`config.mk`:
```
export PLATFORM = sky130hd
export DESIGN_NAME = serial_arith_unit
export DESIGN_NICKNAME = d
export VERILOG_FILES = /design/src/rtl/serial_arith_pkg.sv /design/src/rtl/serial_arith_unit_bit_cnt.sv /design/src/rtl/serial_arith_unit.sv
export SDC_FILE = /design/constraint.sdc
export NUM_CORES = 1
export LEC_CHECK = 0
export ABC_AREA = 1
export ABC_CLOCK_PERIOD_IN_PS = 3500
export CAP_MARGIN = 30
export CELL_PAD_IN_SITES_DETAIL_PLACEMENT = 0
export CELL_PAD_IN_SITES_GLOBAL_PLACEMENT = 1
export CORE_MARGIN = 2
export CORE_UTILIZATION = 42
export DETAILED_ROUTE_END_ITERATION = 8
export HOLD_SLACK_MARGIN = 0.08
export PLACE_DENSITY_LB_ADDON = 0.1
export SLEW_MARGIN = 25
export SYNTH_ARGS = -nofsm -noshare
export SYNTH_HDL_FRONTEND = slang
export SYNTH_HIERARCHICAL = 1
export SYNTH_SLANG_ARGS = --single-unit
```
`constraint.sdc`:
```
create_clock -name clk -period 3.5 [get_ports clk]
set_clock_uncertainty 0.1 [all_clocks]
set_input_delay 0.35 -clock clk [delete_from_list [all_inputs] [get_ports clk]]
set_output_delay 0.35 -clock clk [all_outputs]
set_load 0.03 [all_outputs]
```
`src/rtl/serial_arith_pkg.sv`:
```
// Shared types and the per-bit arithmetic step for the serial arithmetic unit.
package serial_arith_pkg;

  typedef enum logic [1:0] {
    S_IDLE    = 2'd0,
    S_CARRY   = 2'd1,
    S_NOCARRY = 2'd2
  } state_t;

  typedef enum logic [1:0] {
    OP_PASS   = 2'd0,
    OP_NEGATE = 2'd1,
    OP_INC    = 2'd2,
    OP_DEC    = 2'd3
  } op_t;

  // Result bit plus carry (or borrow for DEC) handed to the next bit.
  typedef struct packed {
    logic r;
    logic c;
  } bit_res_t;

  // NEGATE/INC/DEC all start a word with carry-in 1; PASS has no carry.
  function automatic logic init_carry(op_t op);
    return (op != OP_PASS);
  endfunction

  // One LSB-first step: NEGATE is ~x + 1, INC is x + 1, DEC is x - 1 (borrow chain).
  function automatic bit_res_t bit_step(op_t op, logic b, logic c);
    bit_res_t s;
    s.r = b;
    s.c = 1'b0;
    case (op)
      OP_NEGATE: begin s.r = ~b ^ c; s.c = ~b & c; end
      OP_INC:    begin s.r =  b ^ c; s.c =  b & c; end
      OP_DEC:    begin s.r =  b ^ c; s.c = ~b & c; end
      default:   begin s.r =  b;     s.c = 1'b0;   end
    endcase
    return s;
  endfunction

endpackage

```
`src/rtl/serial_arith_unit_bit_cnt.sv`:
```
// Bit position counter. Clear and enable together load 1, so the start-of-word
// bit (position 0) leaves the counter pointing at position 1.
module serial_bit_cnt #(
  parameter int WIDTH = 8
) (
  input  logic clk,
  input  logic rst_b,
  input  logic i_clr,
  input  logic i_en,
  output logic o_last
);

  localparam int CW = $clog2(WIDTH);

  logic [CW-1:0] r_cnt;

  // Counter holds the position of the next non-sof bit of the word.
  always_ff @(posedge clk or negedge rst_b) begin
    if (!rst_b)               r_cnt <= '0;
    else if (i_clr || i_en)   r_cnt <= (i_clr ? '0 : r_cnt) + CW'(i_en);
  end

  assign o_last = (r_cnt == CW'(WIDTH - 1));

endmodule

```
`src/rtl/serial_arith_unit.sv`:
```
// Bit-serial PASS/NEGATE/INC/DEC unit. LSB-first operand in, LSB-first result
// out one cycle later, with the assembled word and signed overflow on the MSB.
module serial_arith_unit
  import serial_arith_pkg::*;
#(
  parameter int WIDTH = 8
) (
  input  logic             clk,
  input  logic             rst_b,
  input  logic             in_valid,
  input  logic             in_bit,
  input  logic             in_sof,
  input  logic [1:0]       mode,
  output logic             out_valid,
  output logic             out_bit,
  output logic             word_done,
  output logic [WIDTH-1:0] out_word,
  output logic             overflow,
  output logic             frame_err
);

  state_t             r_state;
  op_t                r_op;
  logic [WIDTH-1:0]   r_shift;
  logic [WIDTH-1:0]   r_out_word;
  logic               r_overflow;
  logic               r_out_valid;
  logic               r_out_bit;
  logic               r_word_done;
  logic               r_frame_err;

  logic               w_sof;
  logic               w_busy;
  logic               w_take;
  op_t                w_op;
  logic               w_cin;
  bit_res_t           w_step;
  logic               w_cnt_last;
  logic               w_last;
  logic               w_ferr;
  logic               w_cnt_clr;
  logic               w_cnt_en;
  logic               w_ovf;
  logic [WIDTH-1:0]   w_word;
  state_t             w_next_state;

  // A bit is consumed if it starts a word or continues one; a sof always
  // (re)starts, so mode and initial carry come straight from the inputs then.
  assign w_sof   = in_valid & in_sof;
  assign w_busy  = (r_state != S_IDLE);
  assign w_take  = in_valid & (in_sof | w_busy);
  assign w_op    = w_sof ? op_t'(mode) : r_op;
  assign w_cin   = w_sof ? init_carry(op_t'(mode)) : (r_state == S_CARRY);
  assign w_step  = bit_step(w_op, in_bit, w_cin);

  // WIDTH >= 2, so a sof bit is never the MSB.
  assign w_last    = w_take & ~w_sof & w_cnt_last;
  assign w_cnt_clr = w_sof | w_last;
  assign w_cnt_en  = w_take & ~w_last;

  // Framing error: sof inside a word (restart) or a stray bit with no word open.
  assign w_ferr = in_valid & (in_sof ? w_busy : ~w_busy);

  // Signed overflow is carry into the MSB differing from carry out of it.
  assign w_ovf  = (w_op != OP_PASS) & (w_cin ^ w_step.c);
  assign w_word = {w_step.r, r_shift[WIDTH-1:1]};

  serial_bit_cnt #(.WIDTH(WIDTH)) u_bit_cnt (
    .clk    (clk),
    .rst_b  (rst_b),
    .i_clr  (w_cnt_clr),
    .i_en   (w_cnt_en),
    .o_last (w_cnt_last)
  );

  // Next state: carry state follows the outgoing carry, MSB returns to idle.
  always_comb begin
    w_next_state = r_state;
    if (w_take) begin
      if (w_last)        w_next_state = S_IDLE;
      else if (w_step.c) w_next_state = S_CARRY;
      else               w_next_state = S_NOCARRY;
    end
  end

  // Control state: stalls (in_valid=0) leave state and latched op untouched.
  always_ff @(posedge clk or negedge rst_b) begin
    if (!rst_b) begin
      r_state <= S_IDLE;
      r_op    <= OP_PASS;
    end else begin
      r_state <= w_next_state;
      if (w_sof) r_op <= op_t'(mode);
    end
  end

  // Result assembly: shift in each result bit, publish word/overflow on the MSB.
  always_ff @(posedge clk or negedge rst_b) begin
    if (!rst_b) begin
      r_shift    <= '0;
      r_out_word <= '0;
      r_overflow <= 1'b0;
    end else if (w_take) begin
      r_shift <= w_word;
      if (w_last) begin
        r_out_word <= w_word;
        r_overflow <= w_ovf;
      end
    end
  end

  // Serial output and strobes, one cycle behind the input bit.
  always_ff @(posedge clk or negedge rst_b) begin
    if (!rst_b) begin
      r_out_valid <= 1'b0;
      r_out_bit   <= 1'b0;
      r_word_done <= 1'b0;
      r_frame_err <= 1'b0;
    end else begin
      r_out_valid <= w_take;
      if (w_take) r_out_bit <= w_step.r;
      r_word_done <= w_last;
      r_frame_err <= w_ferr;
    end
  end

  assign out_valid = r_out_valid;
  assign out_bit   = r_out_bit;
  assign word_done = r_word_done;
  assign out_word  = r_out_word;
  assign overflow  = r_overflow;
  assign frame_err = r_frame_err;

endmodule

```
==> results.yml, run 1 <==
outcome:
  status: "finished, violations left"
  violations: "DRC"
clocking:
  cts_max_level: 1
  cts_made_buffers: 3
  clockBufferDepth: 2
  cts.repair.resized: 0
  cts.sinks: 26
  path_clk_slew_ps: 140
  tritoncts: "yes"
  insertion_delay_ps: 320
  holdBufCountCts: 0
  cts_root_buf: "clkbuf_4"
  post_cts.repair.setup_buffers: 0
timing:
  setup_tns_ps: 0
  relSlewSlack: 0.738
  finalCriticalPeriod_ps: 2680
  rsz0062_at_grt: "no"
  hold_viol: 0
  setup_viol: 0
  fmax_ghz: 0.373
  drv_slew: 0
  fin_crit_sh: 0.766
  holdWs_ps: 268
  tightestPinTransition_ps: 390
critical_path:
  arrival_ps: 2810
  critPathBufInv: 3
  crit_path_start_kind: "input pin"
  cp-end-kind: "flip-flop"
  slowest_stage: "clkdlybuf4s50_1"
  slowest_delay_ps: 570
  path_cells: "clkdlybuf4s50_1, inv_1, ha_1, nor2_8, nand3_4, nand2_1, nor2_1, ha_1, ha_1, inv_1, nor2_2, nor2_1, nor2_1"
  required_ps: 3630
  crit_family: "simple AND/OR/NAND/NOR gates"
  crit_fanout: 18
  path_class: "in2reg"
synth:
  synth-xor-area-share: 0
  muxShareOfSynthArea: 0
  syn-mean-instance-area_um2: 8.52
  synth-compound-area-share: 0.0857
  seq_area_frac_synth: 0.512
  synth_cells: 149
  yosysUniqueCellTypes: 21
  synth-simple-area-share: 0.266
  synth_top_family_by_area: "simple AND/OR/NAND/NOR gates"
  synth.area.top_cells: "dfrtp_1 (51%), nand2_1 (14%), inv_1 (6.5%), ha_1 (4.9%), nand3_1 (4.3%)"
  syn_area_um2: 1270
  yosysTopAreaCellShare: 0.512
  ys_ff_latch: 26
  yosys.area.top_type: "dfrtp_1"
  syn-num-nets: 161
  yosys_warnings: 6
  synthAdderAreaFrac: 0.0493
power:
  ir_worst_vdd_uv: 336
  pwr_density_cell_nw_per_um2: 529
  power.total_w: 0.000817
  leakage_nw: 0.801
global_routing:
  grt_overflow: 0
  antenna_found_initial: 0
  grt_pass1_wl_mm: 4.12
  first_global_vias: 967
  grtUsageTotal: 0.155
  grt_max_degree: 27
drt:
  ant_nets: 0
  drc: 1
  num_vias: 951
  wirelength_mm: 2.18
  drt-initial-drc-count: 27
  dr.pass1.iters: 6
  wl_per_cell_um: 10.8
  viasPerCell: 4.71
final_layout:
  final_net_count: 184
  utilization: 0.550
  drive_gt1_frac: 0.117
  stdcell_count: 202
  multi_input_area_um2: 509
  antenna_cells: 0
  fillers: 279
  seq_area_um2: 651
  area_delta_synth_final_pct: 21.5
floorplanning:
  rows: 19
  die_area_um2: 3480
  start_util: 0.453
  boundaryPins: 20
  core_um2: 2810
  die_y_um: 59.0
  fp.dieW_um: 59.0
worst_hold_path:
  hold_path.class: "in2async"
run:
  cap_violations: 0
placed_design:
  dp_hpwl_mm: 1.66
  placed_cells: 198
  gp_congestion: 0.846
  port_buffers: 19
-- kinds of logic (layout without fill, tap and decap cells) --
kind of cell             Yosys count  after routing
AND/OR/NAND/NOR                   74             74
AO/OA/AOI/OAI                     17             17
buffers and inverters             27             49
adder cells (fa/ha/maj)            5              5
flip-flops                        26             26
-- registers in the layout, summed over array words and instances (netlist names) --
signal,flops
r_shift,7
frame_err,1
out_valid,1
u_bit_cnt/r_cnt,3
overflow,1
out_word,8
r_state,2
r_op,2
word_done,1
-- cells in the final DEF (no fill, tap or decap) --
cell	synthesis	layout
nand2_1	46	46
dfrtp_1	26	26
inv_1	22	22
clkdlybuf4s50_1	0	19
nand3_1	11	11
nor2_1	8	8
o21ai_0	8	8
o21ai_2	6	6
ha_1	5	5
nand2_2	3	3
clkbuf_4	0	3
inv_2	2	2
nor2_2	2	2
nor2_8	1	1
nand3_4	1	1
clkinv_1	1	1
o22ai_1	1	1
o21ai_1	1	1
a21oi_1	1	1
bufinv_16	0	1
buf_4	0	1
nor3_1	1	1
nand4_1	1	1
-- stage by stage --
stage | instance area (µm²) | worst slack [ps]
CTS | 1540 | 826
global route | 1540 | 638
global placement | 1490 | 560
floorplan | 1270 | 1410
detailed placement | 1490 | 465
finish | 1540 | 819
-- worst register-to-register path, cell delays in order, from the launching register on --
cell and delay (ps):
dfrtp_1 400, nor2_1 50, ha_1 230, nor2_8 240, nand3_4 250, nand2_1 280
nor2_1 90, ha_1 190, ha_1 190, inv_1 80, nor2_2 40, nor2_1 80
nor2_1 40
-- cells in the mapped netlist, drive strengths merged --
| cell | instances |
|---|---|
| a21oi | 1 |
| ha | 5 |
| nand3 | 12 |
| inv | 24 |
| nand4 | 1 |
| o21ai | 15 |
| o22ai | 1 |
| nor3 | 1 |
| clkinv | 1 |
| buf | 2 |
| nand2 | 49 |
| dfrtp | 26 |
| nor2 | 11 |
-- per-layer routing --
metal  up-vias  share of wire  wire length, µm  GRT usage
li1        502              -                -          -
met5         -              0                0          0
met4         0          0.018               39     0.0779
met1       433           0.51             1100      0.195
met3         4          0.032               69     0.0218
met2        12           0.44              966      0.260
-- area by class of cell --
class,count,share of cell area
sequential,26,0.422
multi-input combinational,96,0.330
timing repair buffer,20,0.128
inverter,25,0.0608
tap,31,0.0251
clock inverter,1,0.0195
clock buffer,3,0.0146
-- power by group --
part / internal [W] / total [W] / switching (W)
clock network: 0.000116 / 0.000205 / 0.0000893
registers: 0.000357 / 0.000387 / 0.0000296
logic: 0.0000865 / 0.000225 / 0.000139
-- worst paths after layout --
| path | from | cells after the start | slack [ps] | to |
|---|---|---|---|---|
| min in group clk | out_word[7] | 2 | 390 | out_word[7] |
| max in group asynchronous | rst_b | 2 | 2780 | overflow |
| hold / removal | rst_b | 2 | 270 | r_op[0] |
| hold reg to reg | out_word[7] | 2 | 390 | out_word[7] |
| setup reg to reg | r_state[0] | 12 | 1140 | u_bit_cnt/r_cnt[2] |
| setup / recovery | in_sof | 13 | 820 | u_bit_cnt/r_cnt[2] |
Note: power is estimated with default switching activity, not from simulation.
==> run 2, diff against run 1 <==
Settings changed: ABC_CLOCK_PERIOD_IN_PS 3500 to 2700, CORE_UTILIZATION 42 to 39.
Clock period 3.5 ns to 2.7 ns, I/O delays scaled along.
==> results.yml, run 2 (synthesized netlist as in run 1, its figures left out) <==
floorplanning:
  die_area_um2: 3730
  core_um2: 3080
  boundaryPins: 20
  fp.dieW_um: 61.1
  rows: 20
  die_y_um: 61.1
  start_util: 0.413
timing:
  fin_crit_sh: 0.817
  finalCriticalPeriod_ps: 2210
  hold_viol: 0
  setup_tns_ps: 0
  holdWs_ps: 181
  fmax_ghz: 0.453
  drv_slew: 0
  tightestPinTransition_ps: 371
  rsz0062_at_grt: "no"
  setup_viol: 0
  relSlewSlack: 0.751
clocking:
  insertion_delay_ps: 320
  path_clk_slew_ps: 150
  cts.repair.resized: 0
  cts_max_level: 1
  cts_made_buffers: 3
  tritoncts: "yes"
  holdBufCountCts: 0
  clockBufferDepth: 2
  cts_root_buf: "clkbuf_4"
  cts.sinks: 26
  post_cts.repair.setup_buffers: 0
drt:
  num_vias: 989
  drc: 0
  viasPerCell: 4.54
  dr.pass1.iters: 4
  drt-initial-drc-count: 46
  wl_per_cell_um: 10.3
  wirelength_mm: 2.25
  ant_nets: 0
critical_path:
  crit_path_start_kind: "input pin"
  cp-end-kind: "flip-flop"
  r2r_start: "u_bit_cnt/r_cnt[1]"
  ff2ff_path_depth: 11
  arrival_ps: 2340
  crit_fanout: 11
  path_class: "in2reg"
  required_ps: 2830
  timing.rr.end: "u_bit_cnt/r_cnt[2]"
  reg2reg_slack_ps: 540
outcome:
  status: "finished clean"
final_layout:
  largest_reg_flops: 8
  fillers: 313
  layout_common_cells: "nand2_1 (46), dfrtp_1 (26), inv_1 (22)"
  final_common_cell: "nand2_1"
  area_delta_synth_final_pct: 24.5
  drive_gt1_frac: 0.132
  design_area_um2: 1580
  final_net_count: 187
  antenna_cells: 0
  stdcell_count: 218
global_routing:
  grt_pass1_wl_mm: 3.91
  grt_max_degree: 27
  use_met2: 0.231
  grt_overflow: 0
  gr-usage-met1: 0.186
  first_global_vias: 902
  grtUsageTotal: 0.141
  antenna_found_initial: 0
  use_met3: 0.0210
  grt.busiest_layer: "met2"
placed_design:
  port_buffers: 19
  placed_cells: 214
  gp_congestion: 0.784
  placedInstanceArea_um2: 1530
  dp_hpwl_mm: 1.67
run:
  cap_violations: 0
worst_hold_path:
  hold_path.class: "in2async"
power:
  pwr_density_cell_nw_per_um2: 673
  power.total_w: 0.00106
  ir_worst_vdd_uv: 374
  leakage_nw: 0.814
-- run 2: cell types whose count changed in the layout (fill, tap and decap cells not counted), sizes merged --
cell  previous run  this run
buf              1         4
-- run 2: how the worst max path moves through the flow --
stage | start | to | slack [ps]
after global routing | in_sof | u_bit_cnt/r_cnt[2] | 340
after floorplan | r_state[0] | u_bit_cnt/r_cnt[2] | 660
after detailed placement | in_sof | u_bit_cnt/r_cnt[2] | 150
final | in_sof | u_bit_cnt/r_cnt[2] | 490
after CTS | in_sof | u_bit_cnt/r_cnt[2] | 510
after global placement | in_sof | u_bit_cnt/r_cnt[1] | 240
-- run 2: area by class of cell --
| class | count | area (µm²) | area share |
|---|---|---|---|
| clock inverters | 1 | 30.0 | 0.0190 |
| multi-input cells | 96 | 509 | 0.322 |
| well taps | 44 | 55.1 | 0.0348 |
| flip-flops and latches | 26 | 651 | 0.411 |
| repair buffers | 23 | 220 | 0.139 |
| clock buffers | 3 | 22.5 | 0.0142 |
| inverters | 25 | 93.8 | 0.0593 |
-- run 2: power by group --
group	internal, W	leakage [nW]	switching (W)
Combinational	0.000114	0.445	0.000181
Clock	0.000150	0.0279	0.000117
Sequential	0.000463	0.342	0.0000389
-- run 2: layer usage --
layer / up-vias / part of all wire
met5: - / 0
met4: 0 / 0.0071
met3: 2 / 0.038
met2: 14 / 0.46
met1: 455 / 0.49
li1: 518 / -
-- run 2: metrics by stage --
step	utilization	worst slack (ps)
6_report	0.514	494
5_1_grt	0.514	339
4_1_cts	0.514	515
3_5_place_dp	0.497	150
3_3_place_gp	0.497	236
2_1_floorplan	-	656
-- run 2: worst max-delay path: stages --
cell and delay (ps):
clkdlybuf4s50_1 470, inv_1 80, ha_1 260, nor2_8 140, nand3_4 140, nand2_1 240, nor2_1 80, ha_1 190
ha_1 200, inv_1 70, nor2_2 40, nor2_1 100, nor2_1 60
==> run 3, diff against run 2 <==
Settings changed: ABC_CLOCK_PERIOD_IN_PS 2700 to 2100.
Clock period 2.7 ns to 2.1 ns, I/O delays scaled along.
==> results.yml, run 3 (synthesized netlist as in run 1, its figures left out) <==
floorplanning:
  die_y_um: 61.1
  boundaryPins: 20
  start_util: 0.413
  core_um2: 3080
  rows: 20
  die_area_um2: 3730
  fp.dieW_um: 61.1
clocking:
  post_cts.repair.setup_buffers: 0
  cts_root_buf: "clkbuf_4"
  holdBufCountCts: 0
  cts.sinks: 26
  cts_made_buffers: 3
  path_clk_slew_ps: 150
  clockBufferDepth: 2
  cts_max_level: 1
  insertion_delay_ps: 320
  cts.repair.resized: 0
  tritoncts: "yes"
drt:
  met1_length_mm: 1.07
  drt-initial-drc-count: 50
  drc: 0
  dr.pass1.iters: 4
  wl_met2_mm: 1.15
  num_vias: 1006
  wirelength_mm: 2.33
  viasPerCell: 4.49
  wl_per_cell_um: 10.4
  ant_nets: 0
  dr_wl_met3_um: 78
  dr.max_layer_used: "met4"
placed_design:
  gp_congestion: 0.824
  dp_hpwl_mm: 1.73
  placedInstanceArea_um2: 1570
  port_buffers: 19
timing:
  rsz0062_at_grt: "no"
  relSlewSlack: 0.748
  hold_viol: 0
  tightestPinTransition_ps: 374
  setup_viol: 0
  holdWs_ps: 121
  finalCriticalPeriod_ps: 1920
  fmax_ghz: 0.520
  drv_slew: 0
  fin_crit_sh: 0.915
global_routing:
  first_global_vias: 908
  grt_overflow: 0
  grtUsageTotal: 0.142
  grt_max_degree: 27
  grt_pass1_wl_mm: 3.87
  antenna_found_initial: 0
final_layout:
  area_delta_synth_final_pct: 28.1
  layout_common_cells: "nand2_1 (46), dfrtp_1 (26), inv_1 (22)"
  antenna_cells: 0
  largest_reg_flops: 8
  final_net_count: 193
  final_common_cell: "nand2_1"
  design_area_um2: 1630
  drive_gt1_frac: 0.161
critical_path:
  cp-end-kind: "flip-flop"
  crit_fanout: 3
  required_ps: 2230
  crit_path_start_kind: "flip-flop"
  path_class: "reg2reg"
  arrival_ps: 2050
power:
  ir_worst_vdd_uv: 443
  leakage_nw: 0.843
  power.total_w: 0.00139
  pwr_density_cell_nw_per_um2: 853
worst_hold_path:
  hold_path.class: "in2async"
outcome:
  status: "finished clean"
run:
  cap_violations: 0
run 3: area by class of cell:
type / count / area, µm²
fill: 287 / 1450
sequential: 26 / 651
multi-input combinational: 96 / 509
clock buffer: 3 / 22.5
inverter: 25 / 93.8
tap: 44 / 55.1
timing repair buffer: 29 / 265
clock inverter: 1 / 30.0
run 3: final timing paths:
path	from	endpoint	slack, ps	depth (start not counted)
setup / recovery	r_state[0]	u_bit_cnt/r_cnt[1]	180	10
hold / removal	rst_b	r_op[1]	120	2
setup reg to reg	r_state[0]	u_bit_cnt/r_cnt[1]	180	10
hold reg to reg	overflow	overflow	400	2
max in group asynchronous	rst_b	out_valid	1530	2
min in group clk	overflow	overflow	400	2
run 3: critical path, cell delays in order, from the launching register on:
cell and delay [ps]:
dfrtp_1 420, nor2_1 110, ha_1 260, nor2_8 60, buf_4 130, nand2_1 90
inv_2 40, ha_1 190, ha_1 270, o21ai_0 80, nand2_1 70
run 3: per-layer routing:
layer | GRT usage | vias up
met2 | 0.242 | 14
met4 | 0.0621 | 0
met3 | 0.0294 | 4
met5 | 0 | -
li1 | - | 522
met1 | 0.173 | 466
run 3: report_power, final:
part	leakage [nW]	total (W)	internal [W]	switching (W)
logic	0.473	0.000394	0.000157	0.000237
clock network	0.0279	0.000349	0.000193	0.000156
registers	0.342	0.000645	0.000595	0.0000502
run 3: stage by stage:
step | setup TNS [ps] | cells | utilization | setup slack (ps)
after global routing | 0 | 224 | 0.528 | 46.7
final | 0 | 224 | 0.528 | 178
after detailed placement | -210 | 220 | 0.511 | -109
after CTS | 0 | 224 | 0.528 | 173
after global placement | -120 | 220 | 0.511 | -60.7
after floorplan | 0 | 149 | - | 56.1
